### src/rtl/store_buffer_pkg.sv
// ============================================================================
// store_buffer_pkg : shared widths and FSM encoding for the store buffer
// Rev 1.0
// ============================================================================
`default_nettype none

package store_buffer_pkg;

   localparam int SB_DEPTH  = 4;
   localparam int SB_ADDR_W = 4;
   localparam int SB_DATA_W = 16;

   localparam logic [0:0] ST_NORMAL = 1'b0;
   localparam logic [0:0] ST_FLUSH  = 1'b1;

endpackage

`default_nettype wire

### src/rtl/store_buffer_if.sv
// ============================================================================
// store_buffer_if : datapath load/store, flush and data-memory port bundle
// Rev 1.0
// ============================================================================
`default_nettype none

interface store_buffer_if
   import store_buffer_pkg::*;
#(
   parameter int ADDR_W = SB_ADDR_W,
   parameter int DATA_W = SB_DATA_W
) ();

   logic              st_valid;
   logic              st_ready;
   logic              ld_valid;
   logic              ld_ready;
   logic [ADDR_W-1:0] cpu_addr;
   logic [DATA_W-1:0] cpu_wdata;
   logic [DATA_W-1:0] ld_data;
   logic              flush_req;
   logic              flush_done;
   logic              MemWrite;
   logic              MemRead;
   logic [ADDR_W-1:0] Address;
   logic [DATA_W-1:0] WriteData;
   logic [DATA_W-1:0] ReadData;

   // The buffer itself
   modport slave (
      input  st_valid, ld_valid, cpu_addr, cpu_wdata, flush_req, ReadData,
      output st_ready, ld_ready, ld_data, flush_done,
             MemWrite, MemRead, Address, WriteData
   );

   // Datapath plus data memory
   modport master (
      output st_valid, ld_valid, cpu_addr, cpu_wdata, flush_req, ReadData,
      input  st_ready, ld_ready, ld_data, flush_done,
             MemWrite, MemRead, Address, WriteData
   );

endinterface

`default_nettype wire

### src/rtl/sb_fwd_match.sv
// ============================================================================
// sb_fwd_match : finds the youngest buffered entry matching a load address
// Rev 1.0
// ============================================================================
`default_nettype none

module sb_fwd_match #(
   parameter int DEPTH  = 4,
   parameter int ADDR_W = 4,
   parameter int DATA_W = 16
) (
   input  logic [$clog2(DEPTH)-1:0]     tail,
   input  logic [$clog2(DEPTH):0]       count,
   input  logic [ADDR_W-1:0]            addr,
   input  logic [DEPTH-1:0][ADDR_W-1:0] entry_addr,
   input  logic [DEPTH-1:0][DATA_W-1:0] entry_data,
   output logic                         hit,
   output logic [DATA_W-1:0]            data
);

   localparam int c_ptr_w = $clog2(DEPTH);
   localparam int c_cnt_w = c_ptr_w + 1;

   logic [c_ptr_w-1:0] w_idx;

   // Walk oldest to youngest so the youngest match is the last one written.
   always_comb begin
      hit   = 1'b0;
      data  = '0;
      w_idx = '0;
      for (int k = DEPTH - 1; k >= 0; k--) begin
         w_idx = tail - c_ptr_w'(k + 1);
         if ((c_cnt_w'(k) < count) && (entry_addr[w_idx] == addr)) begin
            hit  = 1'b1;
            data = entry_data[w_idx];
         end
      end
   end

endmodule

`default_nettype wire

### src/rtl/store_buffer.sv
// ============================================================================
// store_buffer : posted-write FIFO in front of the data memory with
//                same-cycle loads and store-to-load forwarding
// Rev 1.0
// ============================================================================
`default_nettype none

module store_buffer
   import store_buffer_pkg::*;
#(
   parameter int DEPTH  = SB_DEPTH,
   parameter int ADDR_W = SB_ADDR_W,
   parameter int DATA_W = SB_DATA_W
) (
   input  logic          clk,
   input  logic          rst_n,
   store_buffer_if.slave bus
);

   localparam int               c_ptr_w = $clog2(DEPTH);
   localparam int               c_cnt_w = c_ptr_w + 1;
   localparam logic [c_cnt_w-1:0] c_full  = c_cnt_w'(DEPTH);

   logic [0:0]                 r_state;
   logic [c_ptr_w-1:0]         r_head;
   logic [c_ptr_w-1:0]         r_tail;
   logic [c_cnt_w-1:0]         r_count;
   logic [DEPTH-1:0][ADDR_W-1:0] r_addr;
   logic [DEPTH-1:0][DATA_W-1:0] r_data;

   logic              w_flushing;
   logic              w_full;
   logic              w_accept_ok;
   logic              w_ld_issue;
   logic              w_drain;
   logic              w_st_accept;
   logic              w_flush_done;
   logic              w_fwd_hit;
   logic [DATA_W-1:0] w_fwd_data;
   logic [ADDR_W-1:0] w_mem_addr;
   logic [DATA_W-1:0] w_mem_wdata;

   assign w_flushing   = (r_state == ST_FLUSH);
   assign w_full       = (r_count == c_full);
   assign w_accept_ok  = !w_flushing && !w_full;
   assign w_ld_issue   = bus.ld_valid && w_accept_ok;
   // A full buffer stalls loads, so the memory port always goes to retirement then.
   assign w_drain      = (r_count != '0) && !w_ld_issue;
   assign w_st_accept  = bus.st_valid && w_accept_ok;
   assign w_flush_done = w_flushing && (r_count == '0);

   sb_fwd_match #(
      .DEPTH  (DEPTH),
      .ADDR_W (ADDR_W),
      .DATA_W (DATA_W)
   ) u_fwd (
      .tail       (r_tail),
      .count      (r_count),
      .addr       (bus.cpu_addr),
      .entry_addr (r_addr),
      .entry_data (r_data),
      .hit        (w_fwd_hit),
      .data       (w_fwd_data)
   );

   always_comb begin
      w_mem_addr  = bus.cpu_addr;
      w_mem_wdata = '0;
      if (w_drain) begin
         w_mem_addr  = r_addr[r_head];
         w_mem_wdata = r_data[r_head];
      end
   end

   assign bus.st_ready   = w_accept_ok;
   assign bus.ld_ready   = w_accept_ok;
   assign bus.ld_data    = w_fwd_hit ? w_fwd_data : bus.ReadData;
   assign bus.flush_done = w_flush_done;
   assign bus.MemWrite   = w_drain;
   assign bus.MemRead    = w_ld_issue;
   assign bus.Address    = w_mem_addr;
   assign bus.WriteData  = w_mem_wdata;

   always_ff @(posedge clk or negedge rst_n) begin
      if (!rst_n) begin
         r_state <= ST_NORMAL;
         r_head  <= '0;
         r_tail  <= '0;
         r_count <= '0;
         r_addr  <= '0;
         r_data  <= '0;
      end else begin
         if (w_st_accept) begin
            r_addr[r_tail] <= bus.cpu_addr;
            r_data[r_tail] <= bus.cpu_wdata;
            r_tail         <= r_tail + c_ptr_w'(1);
         end
         if (w_drain) begin
            r_head <= r_head + c_ptr_w'(1);
         end
         if (w_st_accept && !w_drain) begin
            r_count <= r_count + c_cnt_w'(1);
         end else if (!w_st_accept && w_drain) begin
            r_count <= r_count - c_cnt_w'(1);
         end
         case (r_state)
            ST_NORMAL: if (bus.flush_req)  r_state <= ST_FLUSH;
            ST_FLUSH:  if (w_flush_done)   r_state <= ST_NORMAL;
            default:                       r_state <= ST_NORMAL;
         endcase
      end
   end

endmodule

`default_nettype wire

### src/flat_wrapper.sv
// flat-port wrapper written by rule: the top's interface ports become plain ports
module store_buffer_flat import store_buffer_pkg::*;
#(
   parameter int DEPTH  = SB_DEPTH,
   parameter int ADDR_W = SB_ADDR_W,
   parameter int DATA_W = SB_DATA_W
)
  (clk, rst_n, bus_st_valid, bus_ld_valid, bus_cpu_addr, bus_cpu_wdata, bus_flush_req, bus_ReadData, bus_st_ready, bus_ld_ready, bus_ld_data, bus_flush_done, bus_MemWrite, bus_MemRead, bus_Address, bus_WriteData);
  store_buffer_if #(.ADDR_W(ADDR_W), .DATA_W(DATA_W)) bus_i ();
  input  logic clk;
  input  logic rst_n;
  input wire logic [$bits(bus_i.st_valid)-1:0] bus_st_valid;
  input wire logic [$bits(bus_i.ld_valid)-1:0] bus_ld_valid;
  input wire logic [$bits(bus_i.cpu_addr)-1:0] bus_cpu_addr;
  input wire logic [$bits(bus_i.cpu_wdata)-1:0] bus_cpu_wdata;
  input wire logic [$bits(bus_i.flush_req)-1:0] bus_flush_req;
  input wire logic [$bits(bus_i.ReadData)-1:0] bus_ReadData;
  output wire logic [$bits(bus_i.st_ready)-1:0] bus_st_ready;
  output wire logic [$bits(bus_i.ld_ready)-1:0] bus_ld_ready;
  output wire logic [$bits(bus_i.ld_data)-1:0] bus_ld_data;
  output wire logic [$bits(bus_i.flush_done)-1:0] bus_flush_done;
  output wire logic [$bits(bus_i.MemWrite)-1:0] bus_MemWrite;
  output wire logic [$bits(bus_i.MemRead)-1:0] bus_MemRead;
  output wire logic [$bits(bus_i.Address)-1:0] bus_Address;
  output wire logic [$bits(bus_i.WriteData)-1:0] bus_WriteData;
  assign bus_i.st_valid = bus_st_valid;
  assign bus_i.ld_valid = bus_ld_valid;
  assign bus_i.cpu_addr = bus_cpu_addr;
  assign bus_i.cpu_wdata = bus_cpu_wdata;
  assign bus_i.flush_req = bus_flush_req;
  assign bus_i.ReadData = bus_ReadData;
  assign bus_st_ready = bus_i.st_ready;
  assign bus_ld_ready = bus_i.ld_ready;
  assign bus_ld_data = bus_i.ld_data;
  assign bus_flush_done = bus_i.flush_done;
  assign bus_MemWrite = bus_i.MemWrite;
  assign bus_MemRead = bus_i.MemRead;
  assign bus_Address = bus_i.Address;
  assign bus_WriteData = bus_i.WriteData;
  store_buffer #(.DEPTH(DEPTH), .ADDR_W(ADDR_W), .DATA_W(DATA_W)) u_core (.clk(clk), .rst_n(rst_n), .bus(bus_i));
endmodule
### config.mk
export PLATFORM = sky130hd
export DESIGN_NAME = store_buffer_flat
export DESIGN_NICKNAME = d
export VERILOG_FILES = /design/src/rtl/store_buffer_pkg.sv /design/src/rtl/store_buffer_if.sv /design/src/rtl/sb_fwd_match.sv /design/src/rtl/store_buffer.sv /design/src/flat_wrapper.sv
export SDC_FILE = /design/constraint.sdc
export NUM_CORES = 1
export LEC_CHECK = 0
export CORE_UTILIZATION = 55
export DETAILED_ROUTE_END_ITERATION = 10
export PLACE_DENSITY = 0.82
export SETUP_SLACK_MARGIN = 0.4
export SLEW_MARGIN = 25
export SYNTH_ARGS = -nofsm -noshare
export SYNTH_HDL_FRONTEND = slang
export SYNTH_SLANG_ARGS = --single-unit
### constraint.sdc
create_clock -name clk -period 4.2 [get_ports clk]
set_input_delay 0.63 -clock clk [delete_from_list [all_inputs] [get_ports clk]]
set_output_delay 0.63 -clock clk [all_outputs]
set_load 0.005 [all_outputs]
# --- Word-level counts from Yosys, hierarchy flattened ---
# Index checks and enable logic that the tools add are counted.
totals:
  mem_bits_ro: 0
  output_inout_bits: 41
  mem_bits_rw: 0
  regBits: 88
  latchBits: 0
  wordCells: 97
  inputBits: 41
  n_memories: 0
op_classes:
  add_sub_neg: 7
  n_reduce_logical: 20
  muxes: 42
  div_mod_pow: 0
  multipliers: 0
  bitwise: 1
  magnitude_cmp: 10
  shifts: 0
  n_eq_ne: 5
op_table:
  columns: ["cell", "n"]
  rows:
  - ["16-bit 2-to-1 mux", 12]
  - ["16-bit binary-select mux with 2-bit select", 5]
  - ["64-bit bitwise mux", 1]
  - ["4-bit binary-select mux with 2-bit select", 5]
  - ["16-bit demux with 2-bit select", 1]
  - ["4-bit 2-to-1 mux", 7]
  - ["16-bit bitwise mux", 1]
  - ["4-bit equality test", 4]
  - ["2-bit by 3-bit less-than comparator with 1-bit output, second input constant", 5]
  - ["1-bit logical AND", 12]
  - ["4-bit demux with 2-bit select", 1]
  - ["1-bit by 3-bit less-than comparator with 1-bit output, first input constant", 2]
  - ["2-bit by 3-bit less-than comparator with 1-bit output, first input constant", 2]
  - ["1-bit 2-to-1 mux", 6]
  - ["3-bit 2-to-1 mux", 2]
  - ["1-bit zero test", 5]
  - ["2-bit by 1-bit adder with 2-bit output, second input constant", 2]
  - ["2-bit subtractor, second input constant", 2]
  - ["3-bit by 1-bit adder with 3-bit output, second input constant", 1]
  - ["3-bit equality test, second input constant", 1]
  - ["3-bit zero test", 1]
  - ["3-bit nonzero test", 1]
  - ["3-bit by 1-bit subtractor with 3-bit output, second input constant", 1]
  - ["2-bit by 1-bit greater-or-equal comparator with 1-bit output, second input constant", 1]
  - ["other kinds (4)", 4]

# --- Longest topological paths before layout ---
# Gate-level depths: netlist (run 1).
depth:
  ltp_word: 9
  ltp_mapped: 15

# --- Hierarchy ---
# From an unflattened synthesis (run 1), not the netlist that was laid out.
hier_totals:
  cells_unflattened: 501
  hier_area_um2: 6605.1
modules_own_cells:
  columns: ["mod", "area_per_inst_um2", "seq_area_each_um2", "n_inst", "cells_per_inst"]
  rows:
  - ["store_buffer", 4386.7, 2202.1, 1, 278]
  - ["sb_fwd_match", 2218.4, 0.0, 1, 223]

# --- Least setup slack after synthesis (run 1) ---
# OpenSTA, ideal clock, no wires.
synth_path:
  path_type: "reg2out"
  from: "register u_core.r_tail[1]"
  to: "output bus_ld_data[0]"
  path_stages_with_launch: 15
  arrival_ps: 3270
  path_slack_ps: 300
  required_time_ps: 3570
  cell_sequence: "dfrtp_1 -> buf_2 -> buf_6 -> clkbuf_1 -> inv_1 -> ha_1 -> clkbuf_1 -> mux4_2 -> xor2_1 -> or3_4 -> a21oi_4 -> nor3b_2 -> buf_6 -> a221oi_2 -> o21ai_1"
synth_via:
  elab_chain_cells: 9
  word_cells_on_any_way: 36
  cone_classes: "add/sub: 3; eq/ne: 4; mux: 25; reduce/logical: 4"
synth_rtl:
  columns: ["element", "line_no", "rtl"]
  rows:
  - ["from (decl)", "store_buffer.sv:26", "logic [c_ptr_w-1:0] r_tail;"]
  - ["from (signal assigned)", "store_buffer.sv:96", "r_tail <= r_tail + c_ptr_w'(1);"]
  - ["2-bit subtractor or 4-bit binary-select mux with 2-bit select (tied branches)", "sb_fwd_match.sv:32, sb_fwd_match.sv:33", null]
  - ["4-bit binary-select mux with 2-bit select or 4-bit 2-to-1 mux (tied branches)", "sb_fwd_match.sv:33", "if ((c_cnt_w'(k) < count) && (entry_addr[w_idx] == addr)) begin"]
  - ["4-bit 2-to-1 mux (implied by the code) or 4-bit equality test (tied branches)", "sb_fwd_match.sv:33", null]
  - ["4-bit equality test or 1-bit logical AND (tied branches)", "sb_fwd_match.sv:33", null]
  - ["1-bit logical AND (tied with other cells)", "sb_fwd_match.sv:33", null]
  - ["16-bit 2-to-1 mux or 1-bit 2-to-1 mux (tied branches) (3 in series)", "sb_fwd_match.sv:33", null]
  - ["16-bit 2-to-1 mux *", "store_buffer.sv:77", "assign bus.ld_data = w_fwd_hit ? w_fwd_data : bus.ReadData;"]
  - ["to (decl)", "flat_wrapper.sv:20", "output wire logic [$bits(bus_i.ld_data)-1:0] bus_ld_data;"]
# Every way passes the cells marked *; elsewhere a longest branch is shown, timed or not. The select of a mux whose other input is x is not followed.

# --- Final worst setup path (run 1) ---
layout_path:
  from: "register u_core.r_tail[0]"
  to: "output bus_ld_data[2]"
layout_via:
  word_cells_on_any_way: 36
  cone_classes: "add/sub: 3; eq/ne: 4; mux: 25; reduce/logical: 4"
layout_rtl:
  columns: ["element", "line_no", "rtl"]
  rows:
  - ["2-bit by 1-bit subtractor with 2-bit output *", "sb_fwd_match.sv:32", "w_idx = tail - c_ptr_w'(k + 1);"]
  - ["named net u_core.u_fwd.w_idx[0]", "sb_fwd_match.sv:24", "logic [c_ptr_w-1:0] w_idx;"]
  - ["4-bit binary-select mux with 2-bit select", "sb_fwd_match.sv:33", null]
  - ["4-bit 2-to-1 mux (implied by the code)", "sb_fwd_match.sv:33", null]
  - ["4-bit equality test", "sb_fwd_match.sv:33", null]
  - ["1-bit logical AND", "sb_fwd_match.sv:33", null]
  - ["16-bit 2-to-1 mux or 1-bit 2-to-1 mux (tied branches)", "sb_fwd_match.sv:33", null]
  - ["16-bit 2-to-1 mux *", "store_buffer.sv:77", null]
# Mark *: on every way through the listed nets, which the timed path passes. The rest lies on a longest branch. The select of a mux whose other input is x is not followed.

==> flow_summary.yaml, run 1 <==
status:
  outcome: "completed"
timing:
  hold_viol_final: 0
  fin_crit_ns: 3.91
  slew_headroom_pct: 45.4
  tns_ns: 0
  holdWs_ns: 0.374
  fmax_mhz: 256
  tightest_slew_ns: 0.818
  rsz0062_at_grt: "true"
  fin_worst_skew_ns: 0.0156
  setup_viol: 0
  drv_slew: 0
  fin_crit_sh_pct: 93.1
logic_synthesis:
  synthArstFlopShare_pct: 100
  netlist_area_mm2: 0.00699
  synth_nets: 579
  avgSynthCellArea_um2: 13.2
  synth-edff-count: 0
  synth.area.top_cells: "dfrtp_1 32%, mux4_2 31%, mux2_2 13%, a221oi_2 2.1%, and2_1 1.8%"
  synth_seq_cells: 88
  synth_top_cell_area_share_pct: 31.5
  ys_types: 43
  synth_top_cell_by_area: "dfrtp_1"
  ys_seq_area_share_pct: 31.5
  synth-main-ff-cell: "dfrtp_1"
  netlist_instances: 529
  yosysWarnings: 0
cells_and_area:
  area_growth_pct: 25.1
  fillers: 797
  diodes: 0
  layout_common_cells: "97 x mux4_2, 86 x dfrtp_1, 81 x mux2_2"
  layout_commonest_cell: "mux4_2"
  nNetsFinal: 677
  seqCellArea_mm2: 0.00221
  drive_gt1_share_pct: 48.7
  multi_input_area_mm2: 0.00469
clock_network:
  max-clock-path-buffers: 2
  postCtsHoldBufs: 0
  cts_max_level: 3
  cts_tree: "done"
  clkLatencyLatePin_ns: 0.36
  cts_num_sinks: 88
  path_clk_slew_ns: 0.07
  clockRootBuffer: "clkbuf_16"
  cts_buffers: 9
global_routing:
  antenna_found_initial: 0
  grt_pass1_vias: 5674
  gr-usage-all-layers_pct: 31.0
  grt_pass1_wl_um: 30300
  grt_overflow: 0
  grt_max_degree: 67
setup_path:
  path_common_cell: "buf_6"
  cp_slowest_stage_delay_ns: 0.45
  cp_slowest_cell: "dfrtp_4"
  critPathLaunchType: "flop"
  required_ns: 3.57
  endpoint_kind: "output pin"
  critPathArrivalTime_ns: 3.28
  critPathMaxFanout: 4
  critical_path.cell_chain: "clkinvlp_4 > ha_4 > buf_6 > mux4_2 > xor2_1 > or3_4 > a21oi_4 > buf_6 > buf_4 > nor4_4 > buf_6 > buf_12 > buf_16 > nand2_1 > o21ai_1 > buf_2"
  timing.rr.end: "u_core.r_data[46]"
  r2r_cells: 7
  r2r_slack_ns: 1.24
  criticalPathCategory: "reg2out"
  worstReg2RegStart: "u_core.r_count[0]"
power:
  power_leakage_uw: 0.00366
  clkPwrFrac_pct: 9.6
  p_seq_share_pct: 21.2
  peakVddDrop_uv: 512
  p_per_area_mw_per_mm2: 1050
  combPwrFrac_pct: 69.3
  p_sw_uw: 3710
  netSwitchingFraction_pct: 40.4
  internal_power_uw: 5480
floorplanning:
  ioPinCount: 82
  die-area_mm2: 0.0132
  die_h_um: 115
  die_w_um: 115
  coreArea_mm2: 0.0122
  start_util_pct: 57.2
  std_cell_rows: 40
routing:
  firstDrtPassIters: 5
  wl_per_cell_um: 25.2
  totalWireLength_um: 20200
  route.vias.total: 5553
  drc: 0
  drtAntennaViolNets: 0
  viasPerCell: 6.94
  dr.first_iter.drc_count: 632
place:
  place_hpwl_um: 12200
  portBuffers: 81
  gp_congestion: 0.877
worst_hold_path:
  hp-class: "in2async"
job:
  drv_cap: 0
-- worst max-delay path by stage --
stage | slack (ns) | endpoint | depth (start not counted) | start
floorplan | 0.46 | bus_ld_data[0] | 14 | u_core.r_tail[1]
global placement | 0.24 | bus_ld_data[15] | 9 | bus_cpu_addr[2]
detailed placement | 0.20 | bus_ld_data[15] | 9 | bus_cpu_addr[2]
CTS | 0.37 | bus_ld_data[14] | 13 | u_core.r_tail[0]
global route | 0.16 | bus_ld_data[7] | 15 | u_core.r_tail[0]
finish | 0.29 | bus_ld_data[2] | 16 | u_core.r_tail[0]
-- registers in the layout, indices dropped and copies added, names as in the netlist --
signal,flops
u_core.r_head,2
u_core.r_data,64
u_core.r_state,1
u_core.r_tail,2
u_core.r_addr,16
u_core.r_count,3
-- cells in the mapped netlist (all sizes together) (2+ instances only) --
library cell,n
mux2,81
inv,5
a21o,15
mux4,97
nor2,28
nand3,10
nor3b,2
nand2,31
buf,26
xor2,14
mux2i,8
o21ai,18
clkbuf,24
and2,21
dfrtp,88
or2,2
xnor2,9
a21oi,14
a221oi,10
ha,9
o21bai,6
-- worst max-delay path, delay by kind of cell (launching register included) --
family | cells | cell delay [ns]
AO/OA/AOI/OAI | 2 | 0.23
XOR/XNOR | 1 | 0.15
adder cells (fa/ha/maj) | 1 | 0.32
buffers and inverters | 8 | 1.03
flip-flops | 1 | 0.45
multiplexers | 1 | 0.29
AND/OR/NAND/NOR | 3 | 0.43
-- cell type report --
type,count,share of cell area (%)
inverter,5,0.258
clock inverter,3,0.744
tap,168,2.40
clock buffer,13,2.86
timing repair buffer,137,14.8
sequential,88,25.3
multi-input combinational,386,53.7
-- power by group through the flow --
stage,Combinational [µW],Clock (µW),Sequential [µW]
after floorplan,3940,0,1650
after global placement,5440,0,1800
final,6360,879,1950
after detailed placement,5590,0,1890
after global routing,6730,920,2000
after CTS,6000,879,1880
-- layer usage --
layer  wire (µm)  share of wire (%)  global-route usage [%]
met1        7400                 37                    39.7
met2       10300                 51                    51.3
met3        1800                8.9                    7.62
met4         636                3.2                    11.9
met5           0                  0                       0
-- per-stage QoR --
| stage | std cells | worst slack (ns) | utilization [%] | power [µW] | cell area, µm² |
|---|---|---|---|---|---|
| 6_report | 800 | 0.288 | 71.6 | 9190 | 8740 |
| 5_1_grt | 800 | 0.155 | 71.6 | 9650 | 8740 |
| 4_1_cts | 794 | 0.371 | 70.6 | 8760 | 8620 |
| 3_5_place_dp | 759 | 0.204 | 65.7 | 7470 | 8020 |
| 3_3_place_gp | 759 | 0.242 | 65.7 | 7250 | 8020 |
| 2_1_floorplan | 529 | 0.455 | - | 5590 | 6990 |
-- timing repair --
action,in CTS,in global routing
gates cloned,3,0
gates resized for setup,79,36
pin swaps,32,11
setup buffers,16,6
endpoints found under the setup margin,16,16
-- logic make-up after synthesis --
group,count (synthesis),share of synthesized area [%]
multiplexers,186,45.5
AND/OR/NAND/NOR,101,7.36
flip-flops,88,31.5
AO/OA/AOI/OAI,67,7.41
buffers and inverters,55,3.76
XOR/XNOR,23,2.88
adder cells (fa/ha/maj),9,1.61
Power figures use the tool's default switching activity.
==> run 2, diff against run 1 <==
Settings changed: CELL_PAD_IN_SITES_DETAIL_PLACEMENT from default to 1, CELL_PAD_IN_SITES_GLOBAL_PLACEMENT from default to 1, CORE_UTILIZATION 55 to 47, GPL_TIMING_DRIVEN from default to 0, PLACE_DENSITY 0.82 to 0.84.
==> flow_summary.yaml, run 2 (synthesis gave the netlist of run 1 again) <==
global_routing:
  grt_pass1_vias: 6684
  antenna_found_initial: 1
  grt_overflow: 0
  gr-usage-all-layers_pct: 38.3
  grt_max_degree: 51
  grt_pass1_wl_um: 41300
timing:
  slew_headroom_pct: 34.7
  rsz0062_at_grt: "true"
  fin_crit_sh_pct: 105
  tightest_slew_ns: 0.980
  fin_crit_ns: 4.41
  setup_viol: 16
  drv_slew: 0
  fin_worst_skew_ns: 0.0102
  holdWs_ns: 0.176
  tns_ns: -2.02
  setup_ws_ns: -0.213
  hold_viol_final: 0
  fmax_mhz: 227
clock_network:
  cts_buffers: 9
  cts_num_sinks: 88
  clockRootBuffer: "clkbuf_16"
  clkLatencyLatePin_ns: 0.36
  cts_max_level: 3
  postCtsHoldBufs: 0
  cts_tree: "done"
  path_clk_slew_ns: 0.07
  max-clock-path-buffers: 2
routing:
  drc: 0
  route.vias.total: 6367
  viasPerCell: 7.39
  dr.first_iter.drc_count: 801
  wl_per_cell_um: 34.9
  drtAntennaViolNets: 0
  firstDrtPassIters: 5
  totalWireLength_um: 30100
setup_path:
  r2r_slack_ns: 1.19
  cp_slowest_stage_delay_ns: 0.49
  r2r_cells: 8
  path_common_cell: "buf_6"
  worst-path-buf-inv: 7
  timing.rr.end: "u_core.r_data[6]"
  required_ns: 3.57
  worstReg2RegStart: "u_core.r_count[0]"
  cp_slowest_cell: "mux2i_1"
  cp_top_family: "buffers and inverters"
  critPathArrivalTime_ns: 3.78
  criticalPathCategory: "reg2out"
  endpoint_kind: "output pin"
  critPathMaxFanout: 6
  critPathLaunchType: "flop"
  critical_path.cell_chain: "buf_6 > buf_12 > buf_4 > buf_4 > mux2i_1 > mux2i_2 > a21oi_4 > and2_2 > nor3b_4 > buf_6 > buf_6 > a21boi_2 > o21ai_2 > buf_2"
cells_and_area:
  largest_reg_flops: 64
  regMostFlops: "u_core.r_data"
  diodes: 0
  nNetsFinal: 722
  layout_common_cells: "97 x mux4_2, 87 x dfrtp_1, 81 x mux2_2"
  top_regs: "u_core.r_data (64), u_core.r_addr (16), u_core.r_count (3)"
  fin_area_mm2: 0.00920
  layout_commonest_cell: "mux4_2"
  area_growth_pct: 31.6
  drive_gt1_share_pct: 50.7
place:
  post-place-ws_ns: -1.21
  place_hpwl_um: 15100
  portBuffers: 78
  gp_congestion: 0.854
  placed_cell_area_mm2: 0.00804
floorplanning:
  ioPinCount: 82
  die_w_um: 124
  start_util_pct: 48.1
  coreArea_mm2: 0.0145
  die_h_um: 124
  std_cell_rows: 44
  die-area_mm2: 0.0154
worst_hold_path:
  hp-class: "in2async"
status:
  outcome: "finished with violations"
  violations: "setup timing"
job:
  drv_cap: 0
## run 2: cell types whose count changed in the layout (fill, tap and decap cells not counted), moves of 6 or more
cell,before,now
buf_12,3,9
clkbuf_1,3,14
a221oi_4,1,9
a221oi_2,9,1
a21oi_1,4,10
buf_6,16,24
buf_2,10,25
## run 2: cell type report
class | count | area [µm²]
plain buffers | 50 | 393
clock buffers | 11 | 243
clock inverters | 5 | 56.3
fillers | 1418 | 5340
inverters | 5 | 35.0
multi-input cells | 386 | 4780
flip-flops and latches | 88 | 2200
well taps | 184 | 230
repair buffers | 132 | 1260
## run 2: repair_timing
action / 4_1_cts / 5_1_grt
buffers inserted: 47 / 5
setup endpoints to repair: 37 / 35
pin swaps: 34 / 13
cloned: 1 / 0
gates resized for setup: 159 / 21
hold endpoints to repair: 0 / 0
## run 2: per-stage QoR
step	util, %	std cells
final	63.3	861
after global routing	63.3	861
after CTS	62.1	856
after detailed placement	55.3	792
after floorplan	-	529
after global placement	55.0	791
## run 2: worst max path at each step
stage | startpoint | endpoint | slack [ns] | cells after the start
after floorplan | u_core.r_tail[1] | bus_ld_data[0] | 0.46 | 14
after global placement | u_core.r_tail[1] | bus_ld_data[14] | -1.17 | 13
after detailed placement | u_core.r_tail[1] | bus_ld_data[14] | -1.21 | 16
after CTS | u_core.r_tail[1] | bus_ld_data[6] | 0.08 | 18
after global routing | u_core.r_tail[1] | bus_ld_data[5] | -0.24 | 14
final | u_core.r_tail[1] | bus_ld_data[14] | -0.21 | 14
## run 2: routing by layer
metal	global-route usage, %	wire [µm]	share of wire [%]	up-vias
li1	-	-	-	2357
met1	47.4	11100	37	3280
met2	60.1	14400	48	571
met3	8.47	2830	9.4	159
met4	26.0	1810	6.0	0
met5	0	0	0	-
## run 2: worst reg2reg max path, cell delays in order (launching register included)
cell and delay [ns]:
dfrtp_1 0.62, inv_1 0.12, ha_1 0.23, a21oi_1 0.26, and2_1 0.20, clkbuf_1 0.37
nand2_1 0.18, clkbuf_1 0.46, mux2_2 0.45
Power of run 2 is not shown: default switching activity piles up to over one toggle a cycle in this logic, so the estimate is an artifact.
==> run 3, diff against run 2 <==
Settings changed: CORE_UTILIZATION 47 to 43, CTS_CLUSTER_DIAMETER from default to 100, PLACE_DENSITY 0.84 to 0.81.
Clock period 4.2 ns to 4 ns, I/O delays scaled along.
==> flow_summary.yaml, run 3 (synthesis gave the netlist of run 1 again) <==
power:
  clkPwrFrac_pct: 8.1
  peakVddDrop_uv: 438
  p_total_uw: 10300
  p_seq_share_pct: 19.7
  power_leakage_uw: 0.00382
  p_sw_uw: 4400
  netSwitchingFraction_pct: 42.9
  internal_power_uw: 5860
  p_per_area_mw_per_mm2: 1120
  combPwrFrac_pct: 72.2
global_routing:
  gr-usage-all-layers_pct: 30.0
  grt_max_degree: 61
  grt_pass1_vias: 6058
  grt_pass1_wl_um: 36400
  grt_overflow: 0
  antenna_found_initial: 0
status:
  outcome: "finished with violations"
  violations: "setup timing"
place:
  gp_congestion: 0.851
  portBuffers: 78
  place_hpwl_um: 15200
  placed_cell_area_mm2: 0.00808
timing:
  fin_crit_sh_pct: 106
  rsz0062_at_grt: "true"
  tns_ns: -2.32
  setup_ws_ns: -0.240
  drv_slew: 0
  fmax_mhz: 236
  hold_viol_final: 0
  fin_worst_skew_ns: 0.00956
  slew_headroom_pct: 27.2
  tightest_slew_ns: 1.09
  setup_viol: 16
  fin_crit_ns: 4.24
floorplanning:
  die_w_um: 129
  die-area_mm2: 0.0168
  start_util_pct: 44.0
  std_cell_rows: 46
  coreArea_mm2: 0.0159
  die_h_um: 129
  ioPinCount: 82
cells_and_area:
  fillers: 1577
  drive_gt1_share_pct: 51.0
  seqCellArea_mm2: 0.00221
  top_regs: "u_core.r_data (64), u_core.r_addr (16), u_core.r_count (3)"
  post-route-util_pct: 57.6
  layout_common_cells: "97 x mux4_2, 85 x dfrtp_1, 81 x mux2_2"
  layout_commonest_cell: "mux4_2"
  regMostFlops: "u_core.r_data"
  nNetsFinal: 718
  area_growth_pct: 30.9
  diodes: 0
  fin_area_mm2: 0.00914
  largest_reg_flops: 64
  multi_input_area_mm2: 0.00475
routing:
  firstDrtPassIters: 5
  totalWireLength_um: 25000
  dr.first_iter.drc_count: 493
  drc: 0
  drtAntennaViolNets: 0
  viasPerCell: 6.57
  route.vias.total: 5845
  wl_per_cell_um: 28.1
setup_path:
  endpoint_kind: "output pin"
  critPathLaunchType: "flop"
  criticalPathCategory: "reg2out"
  required_ns: 3.40
  critPathMaxFanout: 7
  critPathArrivalTime_ns: 3.64
clock_network:
  clockRootBuffer: "clkbuf_16"
  cts_tree: "done"
  max-clock-path-buffers: 2
  cts_num_sinks: 88
  cts_buffers: 9
  clkLatencyLatePin_ns: 0.37
  cts_max_level: 3
  path_clk_slew_ns: 0.07
worst_hold_path:
  hp-class: "in2async"
job:
  drv_cap: 0
## run 3: layout make-up
class,count,area share [%]
Clock inverter,4,0.315
Clock buffer,12,2.70
Timing Repair Buffer,128,13.3
Sequential cell,88,24.1
Inverter,5,0.369
Buffer,50,4.28
Multi-Input combinational cell,386,51.9
Tap cell,216,2.96
## run 3: worst paths after layout
| path | to | slack (ns) | start | cells past startpoint |
|---|---|---|---|---|
| max in group asynchronous | u_core.r_head[0] | 3.26 | rst_n | 2 |
| min in group clk | u_core.r_state | 0.53 | u_core.r_state | 2 |
| setup reg to reg | u_core.r_data[1] | 1.24 | u_core.r_count[1] | 8 |
| hold / removal | u_core.r_data[3] | 0.12 | rst_n | 1 |
| setup / recovery | bus_ld_data[13] | -0.24 | u_core.r_tail[1] | 19 |
| hold reg to reg | u_core.r_state | 0.53 | u_core.r_state | 2 |
## run 3: worst max-delay path, stage by stage (launching register included)
cell,delay [ns]
dfrtp_1,0.38
buf_6,0.14
buf_12,0.11
clkbuf_16,0.14
clkinv_8,0.05
ha_4,0.26
buf_8,0.12
buf_12,0.13
mux2i_2,0.29
xor2_1,0.13
nand3_1,0.17
a21oi_4,0.08
buf_12,0.14
buf_6,0.12
nor4_4,0.34
buf_6,0.18
buf_6,0.12
a21oi_4,0.04
a21oi_2,0.18
buf_2,0.14
## run 3: repair_timing
action,CTS,global route
buffers inserted,27,19
resized for setup,142,42
pin swaps,33,21
hold buffers,0,0
gates cloned,3,0
endpoints found under the setup margin,38,36
## run 3: power groups by stage
stage	registers [µW]	clock network [µW]	logic [µW]
global route	2080	864	7780
detailed placement	1980	0	6140
CTS	1960	830	6630
global placement	1870	0	5900
floorplan	1730	0	4150
finish	2020	829	7410
## run 3: metrics by stage
stage / hold slack, ns / std cells / setup slack (ns)
2_1_floorplan: 0.304 / 529 / 0.428
3_3_place_gp: 0.506 / 823 / -1.03
3_5_place_dp: 0.505 / 824 / -1.12
4_1_cts: 0.128 / 870 / -0.0876
5_1_grt: 0.139 / 889 / -0.267
6_report: 0.120 / 889 / -0.240
## run 3: per-layer routing
layer	wire (µm)	vias up	track usage [%]
met1	9590	3099	37.7
met5	0	-	0
met3	1600	79	4.34
met2	12600	331	49.4
met4	1120	0	18.1
li1	-	2336	-
